File: src/rtl/alu_seq_pkg.sv
// rtl/alu_seq_pkg.sv - shared types and helpers for the multi-word subtract sequencer
package alu_seq_pkg;

  typedef enum logic [1:0] {
    IDLE = 2'd0,
    RUN  = 2'd1,
    DONE = 2'd2
  } state_t;

  // Limb-index width; at least one bit so the counter never collapses to zero width.
  function automatic int idx_w(input int words);
    return (words > 1) ? $clog2(words) : 1;
  endfunction

endpackage

File: src/rtl/ALU.sv
// rtl/ALU.sv - single-limb combinational subtractor with borrow and magnitude compare
module ALU #(
  parameter int BITS = 8
) (
  input  logic [BITS-1:0] i_a,
  input  logic [BITS-1:0] i_b,
  input  logic            i_carry,
  output logic [BITS-1:0] o_out_sub,
  output logic            o_carry,
  output logic [1:0]      o_out_comp
);

  logic [BITS:0] w_full;

  // A negative difference wraps in BITS+1 bits, leaving the top bit set as the borrow.
  assign w_full     = {1'b0, i_a} - {1'b0, i_b} - {{BITS{1'b0}}, i_carry};
  assign o_out_sub  = w_full[BITS-1:0];
  assign o_carry    = w_full[BITS];
  assign o_out_comp = {(i_a > i_b), (i_a == i_b)};

endmodule

File: src/rtl/alu_mw_sub_seq.sv
// rtl/alu_mw_sub_seq.sv - wide unsigned subtract/compare, one limb per clock through a single ALU
module alu_mw_sub_seq
  import alu_seq_pkg::*;
#(
  parameter int BITS  = 8,
  parameter int WORDS = 4
) (
  input  logic                  i_clk,
  input  logic                  i_rst,
  input  logic                  i_start,
  input  logic [BITS*WORDS-1:0] i_a,
  input  logic [BITS*WORDS-1:0] i_b,
  input  logic                  i_carry_in,
  output logic                  o_busy,
  output logic                  o_done,
  output logic [BITS*WORDS-1:0] o_result,
  output logic                  o_borrow,
  output logic                  o_zero,
  output logic                  o_lt
);

  localparam int IW = idx_w(WORDS);

  state_t                r_state;
  state_t                w_next;
  logic [IW-1:0]         r_idx;
  logic [BITS*WORDS-1:0] r_a;
  logic [BITS*WORDS-1:0] r_b;
  logic                  r_borrow;
  logic                  r_zero_acc;

  logic [BITS-1:0]       w_a_limb;
  logic [BITS-1:0]       w_b_limb;
  logic [BITS-1:0]       w_diff;
  logic                  w_bout;
  logic [1:0]            w_unused_comp;
  logic                  w_accept;
  logic                  w_last;
  logic                  w_limb_zero;

  assign w_a_limb    = r_a[int'(r_idx)*BITS +: BITS];
  assign w_b_limb    = r_b[int'(r_idx)*BITS +: BITS];
  assign w_accept    = i_start && (r_state == IDLE || r_state == DONE);
  assign w_last      = (r_idx == IW'(WORDS - 1));
  assign w_limb_zero = (w_diff == '0);

  ALU #(.BITS(BITS)) u_alu (
    .i_a        (w_a_limb),
    .i_b        (w_b_limb),
    .i_carry    (r_borrow),
    .o_out_sub  (w_diff),
    .o_carry    (w_bout),
    .o_out_comp (w_unused_comp)
  );

  always_comb begin
    w_next = r_state;
    case (r_state)
      IDLE:    if (i_start) w_next = RUN;
      RUN:     if (w_last)  w_next = DONE;
      DONE:    w_next = i_start ? RUN : IDLE;
      default: w_next = IDLE;
    endcase
  end

  assign o_busy = (r_state == RUN);
  assign o_done = (r_state == DONE);
  assign o_lt   = o_borrow;

  always_ff @(posedge i_clk or posedge i_rst) begin
    if (i_rst) begin
      r_state    <= IDLE;
      r_idx      <= '0;
      r_a        <= '0;
      r_b        <= '0;
      r_borrow   <= 1'b0;
      r_zero_acc <= 1'b0;
      o_result   <= '0;
      o_borrow   <= 1'b0;
      o_zero     <= 1'b0;
    end else begin
      r_state <= w_next;
      if (w_accept) begin
        r_a        <= i_a;
        r_b        <= i_b;
        r_borrow   <= i_carry_in;
        r_idx      <= '0;
        r_zero_acc <= 1'b1;
        o_result   <= '0;
        o_borrow   <= 1'b0;
        o_zero     <= 1'b0;
      end else if (r_state == RUN) begin
        o_result[int'(r_idx)*BITS +: BITS] <= w_diff;
        r_borrow   <= w_bout;
        r_zero_acc <= r_zero_acc & w_limb_zero;
        if (w_last) begin
          o_borrow <= w_bout;
          o_zero   <= r_zero_acc & w_limb_zero;
        end else begin
          r_idx <= r_idx + IW'(1);
        end
      end
    end
  end

endmodule

File: config.mk
export PLATFORM = sky130hd
export DESIGN_NAME = alu_mw_sub_seq
export DESIGN_NICKNAME = d
export VERILOG_FILES = /design/src/rtl/alu_seq_pkg.sv /design/src/rtl/ALU.sv /design/src/rtl/alu_mw_sub_seq.sv
export SDC_FILE = /design/constraint.sdc
export NUM_CORES = 1
export LEC_CHECK = 0
export ABC_AREA = 0
export CAP_MARGIN = 15
export CELL_PAD_IN_SITES_DETAIL_PLACEMENT = 1
export CELL_PAD_IN_SITES_GLOBAL_PLACEMENT = 1
export CORE_MARGIN = 3
export CORE_UTILIZATION = 40
export DETAILED_ROUTE_END_ITERATION = 6
export PLACE_DENSITY_LB_ADDON = 0.15
export SETUP_SLACK_MARGIN = 0.02
export SYNTH_ARGS = -nofsm -noshare
export SYNTH_HDL_FRONTEND = slang
export SYNTH_HIERARCHICAL = 1
export SYNTH_SLANG_ARGS = --single-unit
File: constraint.sdc
create_clock -name i_clk -period 5.5 [get_ports i_clk]
set_input_delay 1.1 -clock i_clk [delete_from_list [all_inputs] [get_ports i_clk]]
set_output_delay 1.1 -clock i_clk [all_outputs]
set_load 0.05 [all_outputs]
### After elaboration in Yosys (flattened, before gate mapping)

Cells that the tools add are included.
W data, S select, Z words.

| operators by class | value |
|---|---|
| magnitude comparators | 0 |
| muxes and demuxes | 20 |
| bitwise operators | 1 |
| multipliers | 0 |
| add/subtract/negate cells | 4 |
| equality and inequality tests | 6 |
| shift operators | 4 |
| reduce and logical (&&, ||, !) cells | 9 |
| divide/modulo/power cells | 0 |

Operators with widths:

| cell | number |
|---|---|
| $mux W32 | 2 |
| $shiftx A32 B6 Y8 | 2 |
| $neg A5 Y33 | 1 |
| $shift A8 B33 Y32 const A | 1 |
| $shiftx A8 B33 Y32 | 1 |
| $bwmux W32 | 1 |
| $mux W1 | 11 |
| $mux W2 | 5 |
| $sub A8 B8 Y9 | 1 |
| $sub A9 B1 Y9 | 1 |
| $logic_not A8 Y1 | 1 |
| $pmux W2 S3 | 1 |
| $reduce_and A2 Y1 | 3 |
| $eq A2 B2 Y1 const B | 2 |
| $ne A2 B2 Y1 const B | 2 |
| $reduce_bool A2 Y1 | 2 |
| $add A2 B1 Y2 const B | 1 |
| $eq A2 B1 Y1 const B | 1 |
| $logic_not A2 Y1 | 1 |
| $ne A2 B1 Y1 const B | 1 |
| $and A1 B1 Y1 | 1 |
| $logic_and A1 B1 Y1 | 1 |
| $logic_or A1 B1 Y1 | 1 |

| word-level totals | value |
|---|---|
| input bits | 68 |
| flip-flop bits (word level) | 104 |
| bits in read-only memories | 0 |
| output and inout port bits | 37 |
| memories | 0 |
| word-level logic and storage cells | 53 |
| memory bits (writable) | 0 |
| bits in latches | 0 |

### Logic depth before layout (Yosys ltp)

| depth | value |
|---|---|
| depth after elaboration | 8 |
| gate-level depth with buffers | 15 |
| gate-level depth less buffers | 14 |

### Hierarchy

Netlist, hierarchy kept.

Modules (own cells, without submodules):

| module | instances | area each (sq um) | cells an instance | seq. area each (sq um) |
|---|---|---|---|---|
| alu_mw_sub_seq | 1 | 4450.5 | 422 | 2602.5 |
| ALU | 1 | 728.2 | 100 | 0.0 |

### Worst setup path before layout

OpenSTA, ideal clock, no wires.

| timing path | value |
|---|---|
| kind | reg-to-reg |
| start | register r_idx[0] |
| end | register o_zero |
| clock period less this slack | 4.004 ns |
| path buffers | 1 |
| data arrival time | 3.921 ns |
| library setup time | 0.083 ns |
| slack | 1.496 ns |
| data required time | 5.417 ns |
| cell stages (with the launch flop) | 15 |
| path through | dfrtp_1 > buf_2 > mux4_2 > fa_1 > inv_1 > ha_1 > or2_2 > fa_1 > nand2b_1 > a21oi_1 > o21ai_0 > xor2_1 > nor4_1 > nand2_1 > o21ai_0 |

| between the ends | value |
|---|---|
| longest elaborated chain between the ends | 8 |
| elaborated cells between the ends (all ways) | 12 |
| classes of those cells | add/sub: 2; eq/ne: 1; shift: 2; mux: 3; bitwise: 1; reduce/logical: 3 |

RTL lines:

| element | RTL line | text |
|---|---|---|
| start: declaration | alu_mw_sub_seq.sv:26 | `logic [IW-1:0] r_idx;` |
| start signal: assignment | alu_mw_sub_seq.sv:100 | `r_idx <= r_idx + IW'(1);` |
| $shiftx A32 B6 Y8 | alu_mw_sub_seq.sv:41 | `assign w_a_limb = r_a[int'(r_idx)*BITS +: BITS];` |
| net w_a_limb[0] | alu_mw_sub_seq.sv:32 | `logic [BITS-1:0] w_a_limb;` |
| $sub A8 B8 Y9 | ALU.sv:16 | `assign w_full = {1'b0, i_a} - {1'b0, i_b} - {{BITS{1'b0}}, i_carry};` |
| $sub A9 B1 Y9 | ALU.sv:16 |  |
| net w_diff[6] | alu_mw_sub_seq.sv:34 | `logic [BITS-1:0] w_diff;` |
| $logic_not A8 Y1 | alu_mw_sub_seq.sv:45 | `assign w_limb_zero = (w_diff == '0);` |
| $and A1 B1 Y1 | alu_mw_sub_seq.sv:98 | `o_zero <= r_zero_acc & w_limb_zero;` |
| $mux W1 | alu_mw_sub_seq.sv:96 | `if (w_last) begin` |
| $mux W1 | alu_mw_sub_seq.sv:92 | `end else if (r_state == RUN) begin` |
| $mux W1 | alu_mw_sub_seq.sv:83 | `if (w_accept) begin` |
| end signal: assignment | alu_mw_sub_seq.sv:98 |  |
| end: declaration | alu_mw_sub_seq.sv:18 | `output logic o_zero,` |

The timed path passes the listed nets, and every way through them passes these cells. The select of a mux whose other input is x is not followed.
A chain may end at the register's enable or synchronous reset.

### Final worst setup path

Same ends and word-level chain as after synthesis.

==> out/qor.csv <==
metric;value;unit
initial antenna violation count;0;
share of post-route cells with drive strength above 1;0.0822;
Die Ht;118;µm
Antenna Cells;0;
drt total wl;12.6;mm
Core Footprint;12100;µm²
Post-Syn Nets;586;
largest net degree at the start of global routing;71;
Clock Pin Slew Worst Setup and Hold Paths;0.08;ns
Top Ports;105;
Total Die Area;13800;µm²
Sink Count;104;
first-pass GRT wire length;21.3;mm
CP Capture Type;register;
Port-buffer cells;104;
GPL Wtd Cong;0.789;
Setup TNS;0;ns
Synth Area per Inst;10.1;µm²
GRT overflow;0;
Max Root-Sink Buffers;2;
DP Worst Slack;1.32;ns
std cell rows;40;
H-tree Lvls;3;
Critical Path AT;4.45;ns
Hold Vio Cnt, Final;0;
relative slew slack;0.361;
grt met3 use;0.0274;
Synth warnings;6;
max cap viols;0;
Avg Vias per Cell;5.05;
Syn-to-layout area delta;30.2;%
clk_skew;0.00929;ns
RSZ-0062 raised after global routing;false;
GR Layer Usage met1;0.236;
most used routing layer in global routing;met2;
Die W;118;µm
Peak Freq;239;MHz
drt pass-1 iters;4;
vias in the first global route;4199;
crit-path max FO;12;
Worst EP required;5.77;ns
critical path class;register to register;
Setup Fix Bufs, Post-CTS;0;
grt met2 use;0.341;
Skew-Pair Late Insertion Delay;0.34;ns
total track usage;0.188;
post-cts resize count;0;
Worst setup SP type;register;
clk root buf;clkbuf_16;
TritonCTS Buffers;9;
min-delay worst type;register to register;
routed via count;3855;
minimum clock period;4.18;ns
outcome;finished, final reports clean;
DRC;0;
final net count;681;
Mapped Cells;496;
CTS Hold Bufs;0;
Avg WL per Cell;16.4;µm
Antenna Nets Post-Route;0;
CTS tree;yes;
Synth Cell Area;4990;µm²
DRT iter0 DRCs;180;
actual slew at the worst max-slew pin;0.951;ns
setup violators final;0;
HPWL Detailed;9.14;mm
Final Cycle Share;0.760;
worst setup margin;1.32;ns
max-slew violations;0;
Initial Util;0.412;
==> worst max-delay path, cell delays in order, from the launching register on <==
cell and delay [ns]:
dfrtp_1 0.62, mux4_2 0.58, fa_1 0.57, inv_1 0.05
ha_1 0.20, or2_2 0.29, fa_1 0.40, nand2b_1 0.17
a21oi_1 0.29, o21ai_0 0.17, xor2_1 0.22, nor4_1 0.30
nand2_1 0.10, o21ai_0 0.16
==> routing by layer <==
metal,up-vias,wire [µm]
li1,1831,-
met1,1932,5460
met2,79,6520
met3,13,415
met4,0,171
met5,-,0
==> cell usage in the layout, fill, tap and decap left out, types with 3 or more instances in the layout <==
cell             count
inv_1               24
nand2b_1             3
nor2b_1              3
and4_1               3
clkbuf_16            9
mux4_2              16
dfrtp_1            104
xor2_1               4
nor2_1               8
o21ai_0              4
clkdlybuf4s50_1    104
a21oi_1             13
xnor2_1              3
nand2_1            201
ha_1                20
buf_4                5
a22o_1              28
==> final cells by class <==
| class | instances | area (µm²) |
|---|---|---|
| clock inverter | 6 | 100 |
| fill | 1373 | 5620 |
| tap | 168 | 210 |
| timing repair buffer | 109 | 1080 |
| multi-input combinational | 342 | 2180 |
| clock buffer | 10 | 229 |
| sequential | 104 | 2600 |
| inverter | 25 | 96.3 |
==> per-stage QoR <==
step,instances,hold slack (ns),utilization,instance area [µm²]
3_3_place_gp,748,0.454,0.509,6160
5_1_grt,764,0.512,0.536,6490
2_1_floorplan,496,0.440,-,4990
3_5_place_dp,748,0.462,0.509,6160
6_report,764,0.475,0.536,6490
4_1_cts,764,0.480,0.536,6490
==> path summary, 6_finish.rpt <==
| kind | startpoint | endpoint | slack (ns) | cells after the start |
|---|---|---|---|---|
| worst min register to register | r_a[16] | r_a[16] | 0.47 | 2 |
| worst max-delay path | r_idx[0] | o_zero | 1.32 | 13 |
| min in group asynchronous | i_rst | o_result[0] | 1.20 | 2 |
| worst max register to register | r_idx[0] | o_zero | 1.32 | 13 |
| max in group asynchronous | i_rst | r_b[3] | 3.20 | 3 |
| worst min-delay path | r_a[16] | r_a[16] | 0.47 | 2 |
==> sequential cells by signal, summed over array words and instances, names as in the netlist <==
register,flops
r_b,32
o_zero,1
r_zero_acc,1
r_a,32
o_borrow,1
r_borrow,1
r_state,2
o_result,32
r_idx,2
Power is left out: the tool's default activity adds up to more than one toggle a clock period on the data nets, which glitch-free logic cannot reach.
